File: config.mk
export PLATFORM = sky130hd
export DESIGN_NAME = if_fetch
export DESIGN_NICKNAME = d
export VERILOG_FILES = /design/src/rtl/cpu_defs_pkg.sv /design/src/rtl/if_hold_buf.sv /design/src/rtl/if_fetch.sv
export SDC_FILE = /design/constraint.sdc
export NUM_CORES = 1
export LEC_CHECK = 0
export BUFFER_PORTS_ARGS = -buffer_cell sky130_fd_sc_hd__buf_2
export CAP_MARGIN = 25
export CORE_MARGIN = 2
export CORE_UTILIZATION = 56
export DETAILED_ROUTE_END_ITERATION = 7
export PLACE_DENSITY = 0.81
export SYNTH_ARGS = -nofsm -noshare
export SYNTH_HDL_FRONTEND = slang
export SYNTH_HIERARCHICAL = 1
export SYNTH_SLANG_ARGS = --single-unit
File: constraint.sdc
create_clock -name clk -period 4.8 [get_ports clk]
set_input_delay 0.96 -clock clk [delete_from_list [all_inputs] [get_ports clk]]
set_output_delay 0.96 -clock clk [all_outputs]
set_load 0.05 [all_outputs]
File: src/rtl/cpu_defs_pkg.sv
// Shared CPU definitions: reset vector, NOP encoding,
// fetch FSM encoding and the IF->ID bundle.
package cpu_defs;

  localparam logic [31:0] RESET_PC_DEF = 32'hBFC0_0000;
  localparam logic [31:0] NOP = 32'h0000_0000;

  typedef enum logic [1:0] {
    S_REQ    = 2'd0,
    S_WAIT   = 2'd1,
    S_HOLD   = 2'd2,
    S_CANCEL = 2'd3
  } fetch_state_e;

  typedef struct packed {
    logic [31:0] pc;
    logic [31:0] inst;
    logic        adel;
  } if_id_t;

endpackage

File: src/rtl/if_hold_buf.sv
// One-entry skid buffer for a fetched word that
// arrived while ID was stalled.
module if_hold_buf (
  input  logic        clk,
  input  logic        rst,
  input  logic        wr,
  input  logic        clr,
  input  logic [31:0] wr_data,
  input  logic [31:0] wr_pc,
  output logic        valid,
  output logic [31:0] data,
  output logic [31:0] pc
);

  always_ff @(posedge clk or posedge rst) begin
    if (rst) begin
      valid <= 1'b0;
      data  <= '0;
      pc    <= '0;
    end else if (clr) begin
      valid <= 1'b0;
      data  <= '0;
      pc    <= '0;
    end else if (wr) begin
      valid <= 1'b1;
      data  <= wr_data;
      pc    <= wr_pc;
    end
  end

endmodule

File: src/rtl/if_fetch.sv
// Instruction fetch stage: SRAM-like fetch FSM with
// one outstanding request, branch latch and flush.
module if_fetch
  import cpu_defs::*;
#(
  parameter logic [31:0] RESET_PC = RESET_PC_DEF
) (
  input  logic        clk,
  input  logic        rst,
  output logic        inst_req,
  output logic [31:0] inst_addr,
  input  logic        inst_addr_ok,
  input  logic [31:0] inst_rdata,
  input  logic        inst_data_ok,
  input  logic        if_id_stall,
  input  logic        flush,
  input  logic [31:0] flush_pc,
  input  logic        br_taken,
  input  logic [31:0] br_target,
  output logic [31:0] id_pc,
  output logic [31:0] id_inst,
  output logic        id_adel
);

  fetch_state_e state_q, state_d;
  logic [31:0]  pc_q, pc_d;
  logic         pend_q, pend_d;
  logic [31:0]  tgt_q, tgt_d;
  logic         adel_done_q, adel_done_d;
  if_id_t       id_q, id_d;

  logic         misal;
  logic         advance;
  logic [31:0]  next_pc;
  logic         hb_wr, hb_clr, hb_valid;
  logic [31:0]  hb_data, hb_pc;

  assign misal     = |pc_q[1:0];
  assign inst_req  = !rst && (state_q == S_REQ) && !misal;
  assign inst_addr = pc_q;
  assign id_pc     = id_q.pc;
  assign id_inst   = id_q.inst;
  assign id_adel   = id_q.adel;

  // a branch resolving in the delivery cycle redirects too
  assign next_pc = br_taken ? br_target :
                   pend_q   ? tgt_q     :
                   pc_q + 32'd4;

  if_hold_buf u_hold (
    .clk     (clk),
    .rst     (rst),
    .wr      (hb_wr),
    .clr     (hb_clr),
    .wr_data (inst_rdata),
    .wr_pc   (pc_q),
    .valid   (hb_valid),
    .data    (hb_data),
    .pc      (hb_pc)
  );

  always_comb begin
    state_d     = state_q;
    pc_d        = pc_q;
    pend_d      = pend_q;
    tgt_d       = tgt_q;
    adel_done_d = adel_done_q;
    id_d        = if_id_stall ? id_q : '0;
    hb_wr       = 1'b0;
    hb_clr      = 1'b0;
    advance     = 1'b0;

    if (br_taken) begin
      pend_d = 1'b1;
      tgt_d  = br_target;
    end

    unique case (state_q)
      S_REQ: begin
        if (misal) begin
          if (!if_id_stall && !adel_done_q) begin
            id_d        = '{pc: pc_q, inst: NOP, adel: 1'b1};
            adel_done_d = 1'b1;
          end
        end else if (inst_addr_ok) begin
          state_d = S_WAIT;
        end
      end
      S_WAIT: begin
        if (inst_data_ok) begin
          if (!if_id_stall) begin
            id_d    = '{pc: pc_q, inst: inst_rdata, adel: 1'b0};
            advance = 1'b1;
            state_d = S_REQ;
          end else begin
            hb_wr   = 1'b1;
            state_d = S_HOLD;
          end
        end
      end
      S_HOLD: begin
        if (!if_id_stall && hb_valid) begin
          id_d    = '{pc: hb_pc, inst: hb_data, adel: 1'b0};
          advance = 1'b1;
          hb_clr  = 1'b1;
          state_d = S_REQ;
        end
      end
      S_CANCEL: begin
        if (inst_data_ok) state_d = S_REQ;
      end
    endcase

    if (advance) begin
      pc_d   = next_pc;
      pend_d = 1'b0;
    end

    // flush overrides everything, including a same-cycle branch
    if (flush) begin
      pc_d        = flush_pc;
      pend_d      = 1'b0;
      hb_wr       = 1'b0;
      hb_clr      = 1'b1;
      id_d        = '0;
      adel_done_d = 1'b0;
      unique case (state_q)
        S_REQ:    state_d = (inst_req && inst_addr_ok) ?
                            S_CANCEL : S_REQ;
        S_WAIT:   state_d = inst_data_ok ? S_REQ : S_CANCEL;
        S_HOLD:   state_d = S_REQ;
        S_CANCEL: state_d = inst_data_ok ? S_REQ : S_CANCEL;
      endcase
    end
  end

  always_ff @(posedge clk or posedge rst) begin
    if (rst) begin
      state_q     <= S_REQ;
      pc_q        <= RESET_PC;
      pend_q      <= 1'b0;
      tgt_q       <= '0;
      adel_done_q <= 1'b0;
      id_q        <= '0;
    end else begin
      state_q     <= state_d;
      pc_q        <= pc_d;
      pend_q      <= pend_d;
      tgt_q       <= tgt_d;
      adel_done_q <= adel_done_d;
      id_q        <= id_d;
    end
  end

endmodule

==> key figures, run 1 <==
Outcome
  • Result of the run: finished clean

Setup path
  • Largest fanout on the critical path: 9
  • Count of buffering cells on the critical path with inverters included: 2
  • Category of the most critical setup path: flop to primary output
  • Crit path cell chain: inv_1 > ha_1 > nor4b_1 > buf_2
  • WP data required: ~3.8 ns
  • Peak per-stage delay on the critical path: 0.42 ns
  • Family with the most delay on the worst path: buffers and inverters
  • Type of destination of the critical path: primary output
  • Arrival time of the worst setup path: 2.11 ns
  • Max stage delay cell, worst path: sky130_fd_sc_hd__dfrtp_1
  • Critical Path Source Type: flop

Routing
  • Number of detailed-route iterations in the first pass: 6
  • First-iteration detailed-routing DRC count: 678
  • Total DRC errors in the routed layout: 0
  • Met1 WL: ~12 mm
  • Overall routed net length: 28.6 mm
  • Routed via count divided by cell count: approximately 6.3
  • ANT nets after route: 0
  • Avg WL per Cell: 19.8 um
  • Via total after detailed routing: 9048
  • Highest metal layer with signal wires: met4
  • Met3 wire len: between 2 and 2.5 mm
  • Met2 wire len: 13.3 mm

Clocking
  • Cell chosen for the clock root: sky130_fd_sc_hd__clkbuf_16
  • Clock input transition at the sequential cells of the worst setup and hold paths: about 0.07 ns
  • Later-pin clock latency in the skew report: around 0.44 ns
  • Gates resized, CTS repair: 0
  • Clock tree sinks: ~200
  • H-tree depth: 4
  • Post-CTS Setup Repair Bufs: 0
  • Max Buffers Root-to-Sink: 2
  • CTS Hold Bufs: 0
  • Number of buffers created by CTS: 17
  • CTS tree: built

Hold path
  • Path type of the worst min-delay path: primary input to async pin

Final layout
  • Area growth from synthesis to layout: 16.2%
  • Fraction of layout instances using a drive strength above 1: between 20% and 30%
  • # diodes: 0
  • Final core area utilization: 66.4%
  • Number of fill cells: between 1k and 1.5k
  • Area of all sequential standard cells: 0.00497 mm^2
  • Final Net Count: approximately 1.3k
  • Area taken by multi-input logic gates: between 0.004 and 0.005 mm^2

Power and ir drop
  • Power Density: between 300 and 400 mW/mm^2
  • Reg power frac: ~42%
  • Fraction of power consumed by the clock network: approximately 29%
  • Switching power of the nets: around 0.0018 W
  • Sum of internal, switching and leakage power: between 0.004 and 0.005 W
  • Fraction of power consumed by combinational cells: between 20 and 30%
  • Share of total power consumed by net switching: between 30% and 40%
  • VDD IR max: ~0.31 mV
  • Cell Int Power: about 0.003 W
  • Reported leakage power: 5.42 nW

Global route
  • GRT Overall Usage: between 20 and 30%
  • Total congestion overflow after global routing: 0
  • Largest net degree at the start of global routing: 109
  • Antenna violations before repair: 0
  • Vias in the first global route: 8672
  • Global-route wire length before repair: roughly 45 mm

Yosys
  • Post-synthesis instance area: roughly 0.010 mm^2
  • Async SR Flop Fraction: 100%
  • Register bit total from synthesis: slightly below 200
  • Sequential fraction of the synthesis area: between 40% and 50%
  • Number of enable flip-flop cells after synthesis: 0
  • Ys flop type: sky130_fd_sc_hd__dfrtp_1
  • Warning count from the yosys run: 6
  • Average footprint of a synthesized cell: 9.71 um^2
  • Count of unique library cells instantiated by Yosys: 69
  • Syn nets: roughly 1.2k
  • Post-synthesis cell count: about 1.1k

Die
  • Die area: between 0.015 and 0.02 mm^2
  • Starting utilization of the core area: 57.2%
  • Vertical die dimension: 140 um
  • Core Footprint: between 0.015 and 0.02 mm^2
  • Number of top-level pins: between 200 and 250
  • X dimension of the die: between 100 and 150 um
  • Row cnt: 49

Timing
  • Minimum period implied by the final worst setup slack: 3.07 ns
  • Setup violators final: 0
  • Share of the clock period used by the worst path: 64.0%
  • Setup repair after global routing missed its margin: false
  • Worst Max-Slew Pin Slew: slightly above 1 ns
  • Normalized max-slew margin: 31.7%
  • Slew Limit Fails: 0
  • Number of hold-slack violations in the final timing report: 0
  • Maximum frequency from static timing analysis: 326 MHz
  • Setup Total Neg Slack: 0 ns
  • Max Clock Skew: roughly 0.0096 ns

Place
  • HPWL after detailed placement: 18.7 mm
  • Buffers on Ports: 200
  • Final RePlAce weighted congestion: ~0.90

Job
  • Maxcap violations: 0
==> synthesized netlist by cell type, types with 4 or more instances <==
cell                        count  area share (%)
sky130_fd_sc_hd__buf_1          5            0.18
sky130_fd_sc_hd__o31ai_1        8            0.58
sky130_fd_sc_hd__nor2_1       151             5.5
sky130_fd_sc_hd__a221o_1        6            0.58
sky130_fd_sc_hd__nand2_1      102             3.7
sky130_fd_sc_hd__xor2_1         4            0.34
sky130_fd_sc_hd__a211oi_1      20             1.5
sky130_fd_sc_hd__a2bb2oi_1     34             2.9
sky130_fd_sc_hd__nor4_1         8            0.49
sky130_fd_sc_hd__ha_1           5            0.61
sky130_fd_sc_hd__a221oi_1      32             2.7
sky130_fd_sc_hd__or2_2          5            0.30
sky130_fd_sc_hd__mux2_2        22             2.4
sky130_fd_sc_hd__a31oi_1        8            0.49
sky130_fd_sc_hd__o21ai_0       50             2.4
sky130_fd_sc_hd__nand2b_1       6            0.36
sky130_fd_sc_hd__inv_1         22            0.80
sky130_fd_sc_hd__nand4_1       10            0.61
sky130_fd_sc_hd__o211ai_1       4            0.29
sky130_fd_sc_hd__mux2i_1       71             6.9
sky130_fd_sc_hd__dfrtp_1      189              46
sky130_fd_sc_hd__nor3_1        10            0.49
sky130_fd_sc_hd__buf_8          5            0.73
sky130_fd_sc_hd__buf_2          5            0.24
sky130_fd_sc_hd__and2_1        13            0.79
sky130_fd_sc_hd__clkbuf_1      76             2.8
sky130_fd_sc_hd__nand3_1       14            0.68
sky130_fd_sc_hd__and4_1         5            0.42
sky130_fd_sc_hd__dfstp_2        9             2.3
sky130_fd_sc_hd__xnor2_1        5            0.42
sky130_fd_sc_hd__a311oi_1       4            0.34
sky130_fd_sc_hd__a22oi_1       50             3.6
sky130_fd_sc_hd__a21o_1         5            0.36
sky130_fd_sc_hd__and3_1         4            0.24
sky130_fd_sc_hd__a21oi_1       33             1.6
==> registers in the layout (all words and copies together), names as in the netlist, 2 cells and up <==
| register | count |
|---|---|
| id_inst | 32 |
| id_pc | 32 |
| inst_addr | 32 |
| tgt_q | 32 |
| u_hold/data | 32 |
| u_hold/pc | 32 |
| state_q | 2 |
==> metrics by stage <==
stage          std cells  hold WS [ns]  setup slack, ns  cell area (um^2)
6_report            1445         0.492             1.73             12000
5_1_grt             1445         0.504             1.62             12000
4_1_cts             1442         0.513             1.73             11900
3_5_place_dp        1410         0.497             1.37             11300
3_3_place_gp        1408         0.488             1.55             11300
2_1_floorplan       1061         0.480            0.300             10300
==> power by group through the flow <==
| stage | registers (W) | logic (W) | clock network (W) |
|---|---|---|---|
| 3_3_place_gp | 0.00202 | 0.00130 | 0 |
| 5_1_grt | 0.00202 | 0.00147 | 0.00148 |
| 6_report | 0.00201 | 0.00137 | 0.00140 |
| 4_1_cts | 0.00200 | 0.00134 | 0.00140 |
| 2_1_floorplan | 0.00228 | 0.000689 | 0 |
| 3_5_place_dp | 0.00203 | 0.00133 | 0 |
==> final cells by class <==
type                            count  share of cell area [%]
Clock buffer                       19                    3.78
Clock inverter                     13                   0.972
Inverter                           22                   0.732
Multi-Input combinational cell    744                    40.5
Sequential cell                   198                    41.5
Tap cell                          229                    2.39
Timing Repair Buffer              220                    10.1
==> layout by cell type (no fill, tap or decap), types with 4 or more instances in the layout <==
cell                        instances
sky130_fd_sc_hd__o211ai_1           4
sky130_fd_sc_hd__nand2_1          102
sky130_fd_sc_hd__buf_4             16
sky130_fd_sc_hd__o21ai_0           49
sky130_fd_sc_hd__nor3_1            10
sky130_fd_sc_hd__a221o_1            6
sky130_fd_sc_hd__xor2_1             4
sky130_fd_sc_hd__nand4_1           10
sky130_fd_sc_hd__a221oi_1          32
sky130_fd_sc_hd__dfstp_2            9
sky130_fd_sc_hd__nor4_2             4
sky130_fd_sc_hd__and4_1             4
sky130_fd_sc_hd__o31ai_1            8
sky130_fd_sc_hd__nand2b_1           6
sky130_fd_sc_hd__inv_8              4
sky130_fd_sc_hd__a21oi_1           33
sky130_fd_sc_hd__a211oi_1          20
sky130_fd_sc_hd__a2bb2oi_1         34
sky130_fd_sc_hd__clkbuf_16         17
sky130_fd_sc_hd__a31oi_1            8
sky130_fd_sc_hd__a21o_1             5
sky130_fd_sc_hd__nand3_1           14
sky130_fd_sc_hd__nor4_1             7
sky130_fd_sc_hd__ha_1               4
sky130_fd_sc_hd__or2_2              5
sky130_fd_sc_hd__mux2_2            22
sky130_fd_sc_hd__mux2i_1           71
sky130_fd_sc_hd__and3_1             4
sky130_fd_sc_hd__xnor2_1            5
sky130_fd_sc_hd__a311oi_1           4
sky130_fd_sc_hd__nor2_1           149
sky130_fd_sc_hd__a22oi_1           50
sky130_fd_sc_hd__dfrtp_1          189
sky130_fd_sc_hd__clkinv_4           4
sky130_fd_sc_hd__buf_2            199
sky130_fd_sc_hd__inv_1             20
sky130_fd_sc_hd__and2_1            13
==> routing by layer <==
layer / up-vias / track usage (%)
li1: 4140 / -
met1: 4386 / 39.8
met3: 61 / 6.02
met2: 461 / 45.3
met4: 0 / 10.9
met5: - / 0
==> kinds of logic (layout without fill, tap and decap cells) <==
| logic type | after synthesis | in the layout | share of synthesized area (%) |
|---|---|---|---|
| AO/OA/AOI/OAI | 285 | 285 | 20.0 |
| adder cells (fa/ha/maj) | 5 | 5 | 0.607 |
| XOR/XNOR | 9 | 9 | 0.765 |
| buffers and inverters | 119 | 274 | 5.21 |
| flip-flops | 198 | 198 | 48.2 |
| AND/OR/NAND/NOR | 352 | 352 | 15.9 |
| multiplexers | 93 | 93 | 9.30 |
==> worst paths after layout <==
kind	start	end	slack (ns)	cells after the start
hold reg to reg	tgt_q[27]$_DFFE_PP0P_	tgt_q[27]$_DFFE_PP0P_	0.51	1
min in group clk	tgt_q[27]$_DFFE_PP0P_	tgt_q[27]$_DFFE_PP0P_	0.51	1
hold / removal	rst	id_pc[0]$_DFF_PP0_	0.49	2
setup reg to reg	state_q[1]$_DFFE_PP0P_	inst_addr[22]$_DFFE_PP1N_	2.02	7
max in group asynchronous	rst	u_hold/pc[20]$_DFFE_PP0P_	3.17	3
setup / recovery	state_q[1]$_DFFE_PP0P_	inst_req	1.73	4
Note: power is estimated with default switching activity, not from simulation.
==> inputs of run 2 (changes only) <==
--- a/config.mk
+++ b/config.mk
@@ -5,12 +5,13 @@
 export SDC_FILE = /design/constraint.sdc
 export NUM_CORES = 1
 export LEC_CHECK = 0
+export ABC_AREA = 1
 export BUFFER_PORTS_ARGS = -buffer_cell sky130_fd_sc_hd__buf_2
 export CAP_MARGIN = 25
 export CORE_MARGIN = 2
-export CORE_UTILIZATION = 56
+export CORE_UTILIZATION = 51
 export DETAILED_ROUTE_END_ITERATION = 7
-export PLACE_DENSITY = 0.81
+export PLACE_DENSITY = 0.77
 export SYNTH_ARGS = -nofsm -noshare
 export SYNTH_HDL_FRONTEND = slang
 export SYNTH_HIERARCHICAL = 1
==> constraint.sdc (replaced) <==
create_clock -name clk -period 2.7 [get_ports clk]
set_input_delay 0.54 -clock clk [delete_from_list [all_inputs] [get_ports clk]]
set_output_delay 0.54 -clock clk [all_outputs]
set_load 0.05 [all_outputs]
==> run 2 against run 1 <==
  * Routed wire length grew 8.5%
  * Sequential share of layout area shrank 2.1 points
  * Register-to-register slack lost 1.7 ns
  * Via count grew 17%
  * Combinational power grew 78%
  * Sequential power grew 77%
  * Cell area grew 5.4%
  * Non-clock buffer count grew 1
  * Worst setup slack lost 1.6 ns
  * Die area grew 16%
  * Critical endpoint unchanged
  * Largest cell class unchanged
  * Largest power group unchanged
  * Highest routed layer unchanged
==> key figures, run 2 <==
Timing
  • Setup repair after global routing missed its margin: false (unchanged)
  • Setup Total Neg Slack: 0 ns (unchanged)
  • Worst Max-Slew Pin Slew: 0.842 ns (was 1.02 ns)
  • Setup violators final: 0 (unchanged)
  • Minimum period implied by the final worst setup slack: about 2.6 ns
  • Maximum frequency from static timing analysis: roughly 400 MHz
  • Share of the clock period used by the worst path: a little over nine tenths
  • Number of hold-slack violations in the final timing report: 0 (unchanged)
  • Normalized max-slew margin: 43.8% (was 31.7%)
  • Max Clock Skew: 0.0142 ns (was 0.00959 ns)
  • Slew Limit Fails: 0 (unchanged)

Global route
  • Grt met3 use: 4.27% (was 6.02%)
  • GRT Overall Usage: 28.0% (was 28.9%)
  • Global-route wire length before repair: 50.4 mm (was 45.4 mm)
  • Largest net degree at the start of global routing: 134 (was 109)
  • Total congestion overflow after global routing: 0 (unchanged)
  • Antenna violations before repair: 0 (unchanged)
  • Met1 track utilization from global routing: 39.8% (about the same)
  • Busiest metal layer after global routing: met2 (unchanged)
  • M2 GR Usage: 43.8% (was 45.3%)
  • Vias in the first global route: 9965 (was 8672)

Yosys
  • Sequential fraction of the synthesis area: 45.3% (was 48.2%)
  • Post-synth top area cell: sky130_fd_sc_hd__dfrtp_1 (unchanged)
  • Register bit total from synthesis: 198 (unchanged)
  • Syn nets: 1621 (was 1169)
  • Synth area leaders: sky130_fd_sc_hd__dfrtp_1 43%, sky130_fd_sc_hd__nand2_1 18%, sky130_fd_sc_hd__nand3_1 7.7% (was sky130_fd_sc_hd__dfrtp_1 46%, sky130_fd_sc_hd__mux2i_1 6.9%, sky130_fd_sc_hd__nor2_1 5.5%)
  • Count of unique library cells instantiated by Yosys: 38 (was 69)
  • Async SR Flop Fraction: 100% (unchanged)
  • Share of the synthesized area in the top cell type: 43.1% (was 45.9%)
  • Top cell types by occurrence after synthesis: 512 x sky130_fd_sc_hd__nand2_1, 189 x sky130_fd_sc_hd__dfrtp_1, 169 x sky130_fd_sc_hd__nand3_1 (was 189 x sky130_fd_sc_hd__dfrtp_1, 151 x sky130_fd_sc_hd__nor2_1, 102 x sky130_fd_sc_hd__nand2_1)
  • Ys flop type: sky130_fd_sc_hd__dfrtp_1 (unchanged)
  • Number of enable flip-flop cells after synthesis: 0 (unchanged)
  • Most common cell in the netlist: sky130_fd_sc_hd__nand2_1 (was sky130_fd_sc_hd__dfrtp_1)
  • Warning count from the yosys run: 6 (unchanged)
  • Average footprint of a synthesized cell: 7.25 um^2 (was 9.71 um^2)
  • Post-synthesis instance area: 0.0110 mm^2 (was 0.0103 mm^2)
  • Post-synthesis cell count: 1513 (was 1061)

Final layout
  • Fraction of layout instances using a drive strength above 1: 18.2% (was 25.5%)
  • Area growth from synthesis to layout: 15.0% (was 16.2%)
  • Count of non-filler cells in the finished layout: 1947 (was 1445)
  • Most common cell after layout, fill and taps aside: sky130_fd_sc_hd__nand2_1 (was sky130_fd_sc_hd__buf_2)
  • Final Net Count: 1767 (was 1311)
  • Most frequent cells in the layout: 512 x sky130_fd_sc_hd__nand2_1, 200 x sky130_fd_sc_hd__buf_2, 189 x sky130_fd_sc_hd__dfrtp_1, 169 x sky130_fd_sc_hd__nand3_1, 131 x sky130_fd_sc_hd__inv_1 (was 199 x sky130_fd_sc_hd__buf_2, 189 x sky130_fd_sc_hd__dfrtp_1, 149 x sky130_fd_sc_hd__nor2_1, 102 x sky130_fd_sc_hd__nand2_1, 71 x sky130_fd_sc_hd__mux2i_1)
  • # diodes: 0 (unchanged)
  • Number of fill cells: 1944 (was 1458)

Clocking
  • H-tree depth: 4 (unchanged)
  • Later-pin clock latency in the skew report: 0.44 ns (about the same)
  • Cell chosen for the clock root: sky130_fd_sc_hd__clkbuf_16 (unchanged)
  • Post-CTS Setup Repair Bufs: 0 (unchanged)
  • Clock tree sinks: 198 (unchanged)
  • Clock input transition at the sequential cells of the worst setup and hold paths: 0.07 ns (about the same)
  • CTS Hold Bufs: 0 (unchanged)
  • Max Buffers Root-to-Sink: 2 (unchanged)
  • Gates resized, CTS repair: 0 (unchanged)
  • CTS tree: built (unchanged)
  • Number of buffers created by CTS: 17 (unchanged)

Routing
  • Avg WL per Cell: 15.9 um (was 19.8 um)
  • Via total after detailed routing: 10.6k (was 9048)
  • Number of detailed-route iterations in the first pass: 5 (was 6)
  • First-iteration detailed-routing DRC count: 891 (was 678)
  • Routed via count divided by cell count: 5.44 (was 6.26)
  • ANT nets after route: 0 (unchanged)
  • Overall routed net length: 31.0 mm (was 28.6 mm)
  • Total DRC errors in the routed layout: 0 (unchanged)

Die
  • Die area: 0.0227 mm^2 (was 0.0195 mm^2)
  • Core Footprint: 0.0211 mm^2 (was 0.0180 mm^2)
  • X dimension of the die: 151 um (was 140 um)
  • Vertical die dimension: 151 um (was 140 um)
  • Number of top-level pins: 201 (unchanged)
  • Starting utilization of the core area: 52.0% (was 57.2%)
  • Row cnt: 53 (was 49)

Setup path
  • Critical Path Source Type: flop (unchanged)
  • Type of destination of the critical path: primary output (unchanged)
  • Internal reg-to-reg setup slack: 0.34 ns (was 2.02 ns)
  • Largest fanout on the critical path: 7 (was 9)
  • Crit. Startpoint: state_q[0]$_DFFE_PP0P_ (was state_q[1]$_DFFE_PP0P_)
  • Category of the most critical setup path: flop to primary output (unchanged)
  • R2R Path End: id_pc[13]$_DFF_PP0_ (was inst_addr[22]$_DFFE_PP1N_)
  • Origin of the critical flop-to-flop path: state_q[0]$_DFFE_PP0P_ (was state_q[1]$_DFFE_PP0P_)
  • End point of the critical path: inst_req (unchanged)
  • WP data required: 2.16 ns (was 3.84 ns)
  • Worst reg2reg path depth: 7 (unchanged)
  • Arrival time of the worst setup path: 2.01 ns (was 2.11 ns)

Power and ir drop
  • Power Density: 674 mW/mm^2 (was 398 mW/mm^2)
  • Reported leakage power: 6.69 nW (was 5.42 nW)
  • VDD IR max: 0.446 mV (was 0.314 mV)

Place
  • Placed Instances: 1915 (was 1410)
  • HPWL after detailed placement: 20.6 mm (was 18.7 mm)
  • Final RePlAce weighted congestion: 0.891 (was 0.898)
  • Buffers on Ports: 200 (unchanged)

Outcome
  • Result of the run: finished clean (unchanged)

Hold path
  • Path type of the worst min-delay path: primary input to async pin (unchanged)

Job
  • Maxcap violations: 0 (unchanged)
run 2: cell count changes after synthesis, moves of 65 or more:
cell,change
sky130_fd_sc_hd__nand2_1,+410
sky130_fd_sc_hd__nand3_1,+155
sky130_fd_sc_hd__nor2_1,-65
sky130_fd_sc_hd__mux2i_1,-71
sky130_fd_sc_hd__o21ai_0,+74
sky130_fd_sc_hd__inv_1,+111
run 2: worst min-delay path by stage:
stage	cells past startpoint	slack, ns	from	end
global placement	2	0.44	tgt_q[6]$_DFFE_PP0P_	tgt_q[6]$_DFFE_PP0P_
finish	2	0.18	rst	u_hold/pc[2]$_DFFE_PP0P_
detailed placement	2	0.45	tgt_q[8]$_DFFE_PP0P_	tgt_q[8]$_DFFE_PP0P_
CTS	2	0.18	rst	u_hold/pc[3]$_DFFE_PP0P_
floorplan	2	0.43	tgt_q[6]$_DFFE_PP0P_	tgt_q[6]$_DFFE_PP0P_
global route	2	0.22	rst	u_hold/pc[2]$_DFFE_PP0P_
run 2: critical path, cell delays in order, from the launching register on:
cell,delay [ns]
sky130_fd_sc_hd__dfrtp_1,0.42
sky130_fd_sc_hd__inv_1,0.10
sky130_fd_sc_hd__ha_1,0.32
sky130_fd_sc_hd__inv_1,0.16
sky130_fd_sc_hd__nor4_2,0.27
sky130_fd_sc_hd__buf_2,0.32
run 2: layer usage:
metal / wire length (um) / vias up
met3: 2630 / 51
li1: - / 5155
met1: 13600 / 4868
met2: 14100 / 514
met4: 686 / 0
met5: 0 / -
run 2: logic make-up (layout without fill, tap and decap cells):
| group | Yosys count | count (layout) | synth area share, % |
|---|---|---|---|
| buf+inv | 233 | 392 | 9.80 |
| fa+ha+maj | 5 | 5 | 0.570 |
| compound gates | 269 | 269 | 13.2 |
| flops | 198 | 198 | 45.3 |
| simple gates | 805 | 805 | 30.9 |
| xor+xnor | 3 | 3 | 0.240 |
run 2: per-stage QoR:
| stage | util, % | total power (W) | setup WS, ns | area, um^2 | hold WS [ns] |
|---|---|---|---|---|---|
| 5_1_grt | 59.8 | 0.00892 | 0.0642 | 12600 | 0.218 |
| 3_3_place_gp | 57.0 | 0.00598 | 0.501 | 12000 | 0.445 |
| 3_5_place_dp | 57.0 | 0.00603 | 0.404 | 12000 | 0.452 |
| 4_1_cts | 59.8 | 0.00853 | 0.150 | 12600 | 0.177 |
| 6_report | 59.8 | 0.00850 | 0.145 | 12600 | 0.177 |
| 2_1_floorplan | - | 0.00530 | 0.365 | 11000 | 0.432 |
run 2: report_power, final:
group          total, W  internal, W  switching (W)
Sequential      0.00356      0.00324       0.000315
Combinational   0.00244     0.000623        0.00182
Clock           0.00251      0.00124        0.00127
run 2: layout make-up:
cell class | instances | area [um^2] | area share [%]
Sequential cell | 198 | 4970 | 39.4
Timing Repair Buffer | 221 | 1250 | 9.88
Inverter | 139 | 526 | 4.17
Clock inverter | 15 | 163 | 1.29
Multi-Input combinational cell | 1082 | 4950 | 39.2
Tap cell | 275 | 344 | 2.73
Clock buffer | 17 | 425 | 3.37
==> inputs of run 3 (changes only) <==
==> constraint.sdc (replaced) <==
create_clock -name clk -period 2.7 [get_ports clk]
set_input_delay 0.54 -clock clk [delete_from_list [all_inputs] [get_ports clk]]
set_output_delay 0.54 -clock clk [all_outputs]
set_load 0.005 [all_outputs]
==> run 3 against run 2 <==
  * Sequential power is essentially flat
  * Cell count grew 0.26%
  * Via count shrank 0.21%
  * Critical path type unchanged
  * Largest cell class unchanged
==> key figures, run 3 (synthesis results as in run 2) <==
Clocking
  • H-tree depth: 4 (unchanged)
  • Later-pin clock latency in the skew report: 0.44 ns (about the same)
  • Clock input transition at the sequential cells of the worst setup and hold paths: 0.08 ns (was 0.07 ns)
  • Clock tree sinks: 198 (unchanged)
  • Cell chosen for the clock root: sky130_fd_sc_hd__clkbuf_16 (unchanged)
  • CTS Hold Bufs: 0 (unchanged)
  • Max Buffers Root-to-Sink: 2 (unchanged)
  • Number of buffers created by CTS: 17 (unchanged)
  • Post-CTS Setup Repair Bufs: 0 (unchanged)
  • CTS tree: built (unchanged)
  • Gates resized, CTS repair: 0 (unchanged)

Routing
  • Number of detailed-route iterations in the first pass: 5 (unchanged)
  • Overall routed net length: 31.4 mm (was 31.0 mm)
  • ANT nets after route: 0 (unchanged)
  • First-iteration detailed-routing DRC count: 929 (was 891)
  • Avg WL per Cell: 16.1 um (was 15.9 um)
  • Via total after detailed routing: 10.6k (about the same)
  • Routed via count divided by cell count: 5.41 (was 5.44)
  • Total DRC errors in the routed layout: 0 (unchanged)

Final layout
  • Number of fill cells: 1927 (was 1944)
  • Area growth from synthesis to layout: 15.6% (was 15.0%)
  • Fraction of layout instances using a drive strength above 1: 18.4% (was 18.2%)
  • Area taken by multi-input logic gates: 0.00494 mm^2 (was 0.00495 mm^2)
  • Most common cell after layout, fill and taps aside: sky130_fd_sc_hd__nand2_1 (unchanged)
  • Post-route design area: 0.0127 mm^2 (was 0.0126 mm^2)
  • Most frequent cells in the layout: 512 x sky130_fd_sc_hd__nand2_1, 200 x sky130_fd_sc_hd__buf_2, 189 x sky130_fd_sc_hd__dfrtp_1, 169 x sky130_fd_sc_hd__nand3_1, 131 x sky130_fd_sc_hd__inv_1 (unchanged)
  • # diodes: 0 (unchanged)
  • Area of all sequential standard cells: 0.00497 mm^2 (unchanged)
  • Final Net Count: 1772 (was 1767)

Power and ir drop
  • Sum of internal, switching and leakage power: 0.00804 W (was 0.00850 W)
  • Reg power frac: 44.2% (was 41.8%)
  • Fraction of power consumed by the clock network: 32.7% (was 29.5%)
  • Power Density: 634 mW/mm^2 (was 674 mW/mm^2)
  • Cell Int Power: 0.00522 W (was 0.00510 W)
  • Share of total power consumed by net switching: 35.0% (was 40.0%)
  • Switching power of the nets: 0.00281 W (was 0.00340 W)
  • Fraction of power consumed by combinational cells: 23.1% (was 28.7%)
  • Reported leakage power: 6.73 nW (was 6.69 nW)
  • VDD IR max: 0.437 mV (was 0.446 mV)

Global route
  • Global-route wire length before repair: 50.3 mm (was 50.4 mm)
  • Antenna violations before repair: 0 (unchanged)
  • Vias in the first global route: 9905 (was 9965)
  • Largest net degree at the start of global routing: 92 (was 134)
  • Total congestion overflow after global routing: 0 (unchanged)
  • GRT Overall Usage: 28.1% (was 28.0%)

Setup path
  • Largest fanout on the critical path: 7 (unchanged)
  • Type of destination of the critical path: primary output (unchanged)
  • Category of the most critical setup path: flop to primary output (unchanged)
  • Arrival time of the worst setup path: 2.06 ns (was 2.01 ns)
  • Worst reg2reg path depth: 7 (unchanged)
  • Critical Path Source Type: flop (unchanged)
  • WP data required: 2.16 ns (about the same)

Outcome
  • Result of the run: finished clean (unchanged)

Die
  • Vertical die dimension: 151 um (unchanged)
  • Row cnt: 53 (unchanged)
  • Starting utilization of the core area: 52.0% (unchanged)
  • Number of top-level pins: 201 (unchanged)
  • Core Footprint: 0.0211 mm^2 (unchanged)
  • Die area: 0.0227 mm^2 (unchanged)
  • X dimension of the die: 151 um (unchanged)

Hold path
  • Path type of the worst min-delay path: primary input to async pin (unchanged)

Timing
  • Worst Max-Slew Pin Slew: 0.845 ns (was 0.842 ns)
  • Number of hold-slack violations in the final timing report: 0 (unchanged)
  • Share of the clock period used by the worst path: 96.4% (was 94.6%)
  • Normalized max-slew margin: 43.6% (was 43.8%)
  • Minimum period implied by the final worst setup slack: 2.60 ns (was 2.55 ns)
  • Maximum frequency from static timing analysis: 384 MHz (was 391 MHz)
  • Setup violators final: 0 (unchanged)
  • Setup Total Neg Slack: 0 ns (unchanged)
  • Setup repair after global routing missed its margin: false (unchanged)
  • Max Clock Skew: 0.00987 ns (was 0.0142 ns)
  • Slew Limit Fails: 0 (unchanged)

Place
  • Final RePlAce weighted congestion: 0.913 (was 0.891)
  • Placed cell areas: 0.0121 mm^2 (was 0.0120 mm^2)
  • HPWL after detailed placement: 21.2 mm (was 20.6 mm)
  • Buffers on Ports: 200 (unchanged)

Job
  • Maxcap violations: 0 (unchanged)
==> run 3: cell count changes in the layout (fill, tap and decap cells not counted) <==
cell and change:
sky130_fd_sc_hd__buf_4 +5, sky130_fd_sc_hd__nor4_1 +1, sky130_fd_sc_hd__inv_8 +1, sky130_fd_sc_hd__nor4_2 -1, sky130_fd_sc_hd__bufinv_16 +1, sky130_fd_sc_hd__clkinvlp_4 -1, sky130_fd_sc_hd__inv_6 -1
==> run 3: power by group through the flow <==
stage	Clock (W)	Sequential [W]	Combinational (W)
floorplan	0	0.00351	0.00117
global placement	0	0.00359	0.00180
detailed placement	0	0.00360	0.00184
CTS	0.00267	0.00354	0.00185
global route	0.00279	0.00358	0.00207
finish	0.00263	0.00355	0.00186
==> run 3: routing by layer <==
| layer | up-vias | wire length (um) | GRT usage, % |
|---|---|---|---|
| met2 | 466 | 14600 | 45.0 |
| li1 | 5165 | - | - |
| met5 | - | 0 | 0 |
| met1 | 4875 | 13700 | 39.2 |
| met4 | 0 | 707 | 9.49 |
| met3 | 60 | 2450 | 4.12 |
==> run 3: worst paths after layout <==
kind / start / end / slack [ns]
worst min register to register: u_hold/pc[17]$_DFFE_PP0P_ / u_hold/pc[17]$_DFFE_PP0P_ / 0.47
worst max-delay path: state_q[0]$_DFFE_PP0P_ / inst_req / 0.1
worst min-delay path: rst / u_hold/data[24]$_DFFE_PP0P_ / 0.20
max in group asynchronous: rst / tgt_q[27]$_DFFE_PP0P_ / 1.77
worst max register to register: state_q[0]$_DFFE_PP0P_ / id_pc[26]$_DFF_PP0_ / 0.48
min in group clk: br_target[5] / tgt_q[5]$_DFFE_PP0P_ / 0.32
==> run 3: through the flow <==
stage | setup WS [ns] | util (%) | hold slack (ns) | std cells
after floorplan | 0.516 | - | 0.432 | 1513
after global placement | 0.482 | 57.2 | 0.444 | 1920
after detailed placement | 0.375 | 57.2 | 0.451 | 1920
after CTS | 0.110 | 60.1 | 0.208 | 1952
after global routing | 0.0256 | 60.1 | 0.231 | 1952
final | 0.0965 | 60.1 | 0.197 | 1952
==> run 3: layout make-up <==
class | count | area share, %
timing repair buffer | 226 | 10.1
clock inverter | 15 | 1.48
sequential | 198 | 39.2
tap | 275 | 2.71
clock buffer | 17 | 3.36
inverter | 139 | 4.15
multi-input combinational | 1082 | 39.0
==> run 3: worst max-delay path, cell delays in order, from the launching register on <==
cell and delay (ns):
sky130_fd_sc_hd__dfrtp_1 0.42, sky130_fd_sc_hd__inv_1 0.10, sky130_fd_sc_hd__ha_1 0.31, sky130_fd_sc_hd__inv_1 0.15, sky130_fd_sc_hd__nor4_1 0.43, sky130_fd_sc_hd__buf_2 0.20
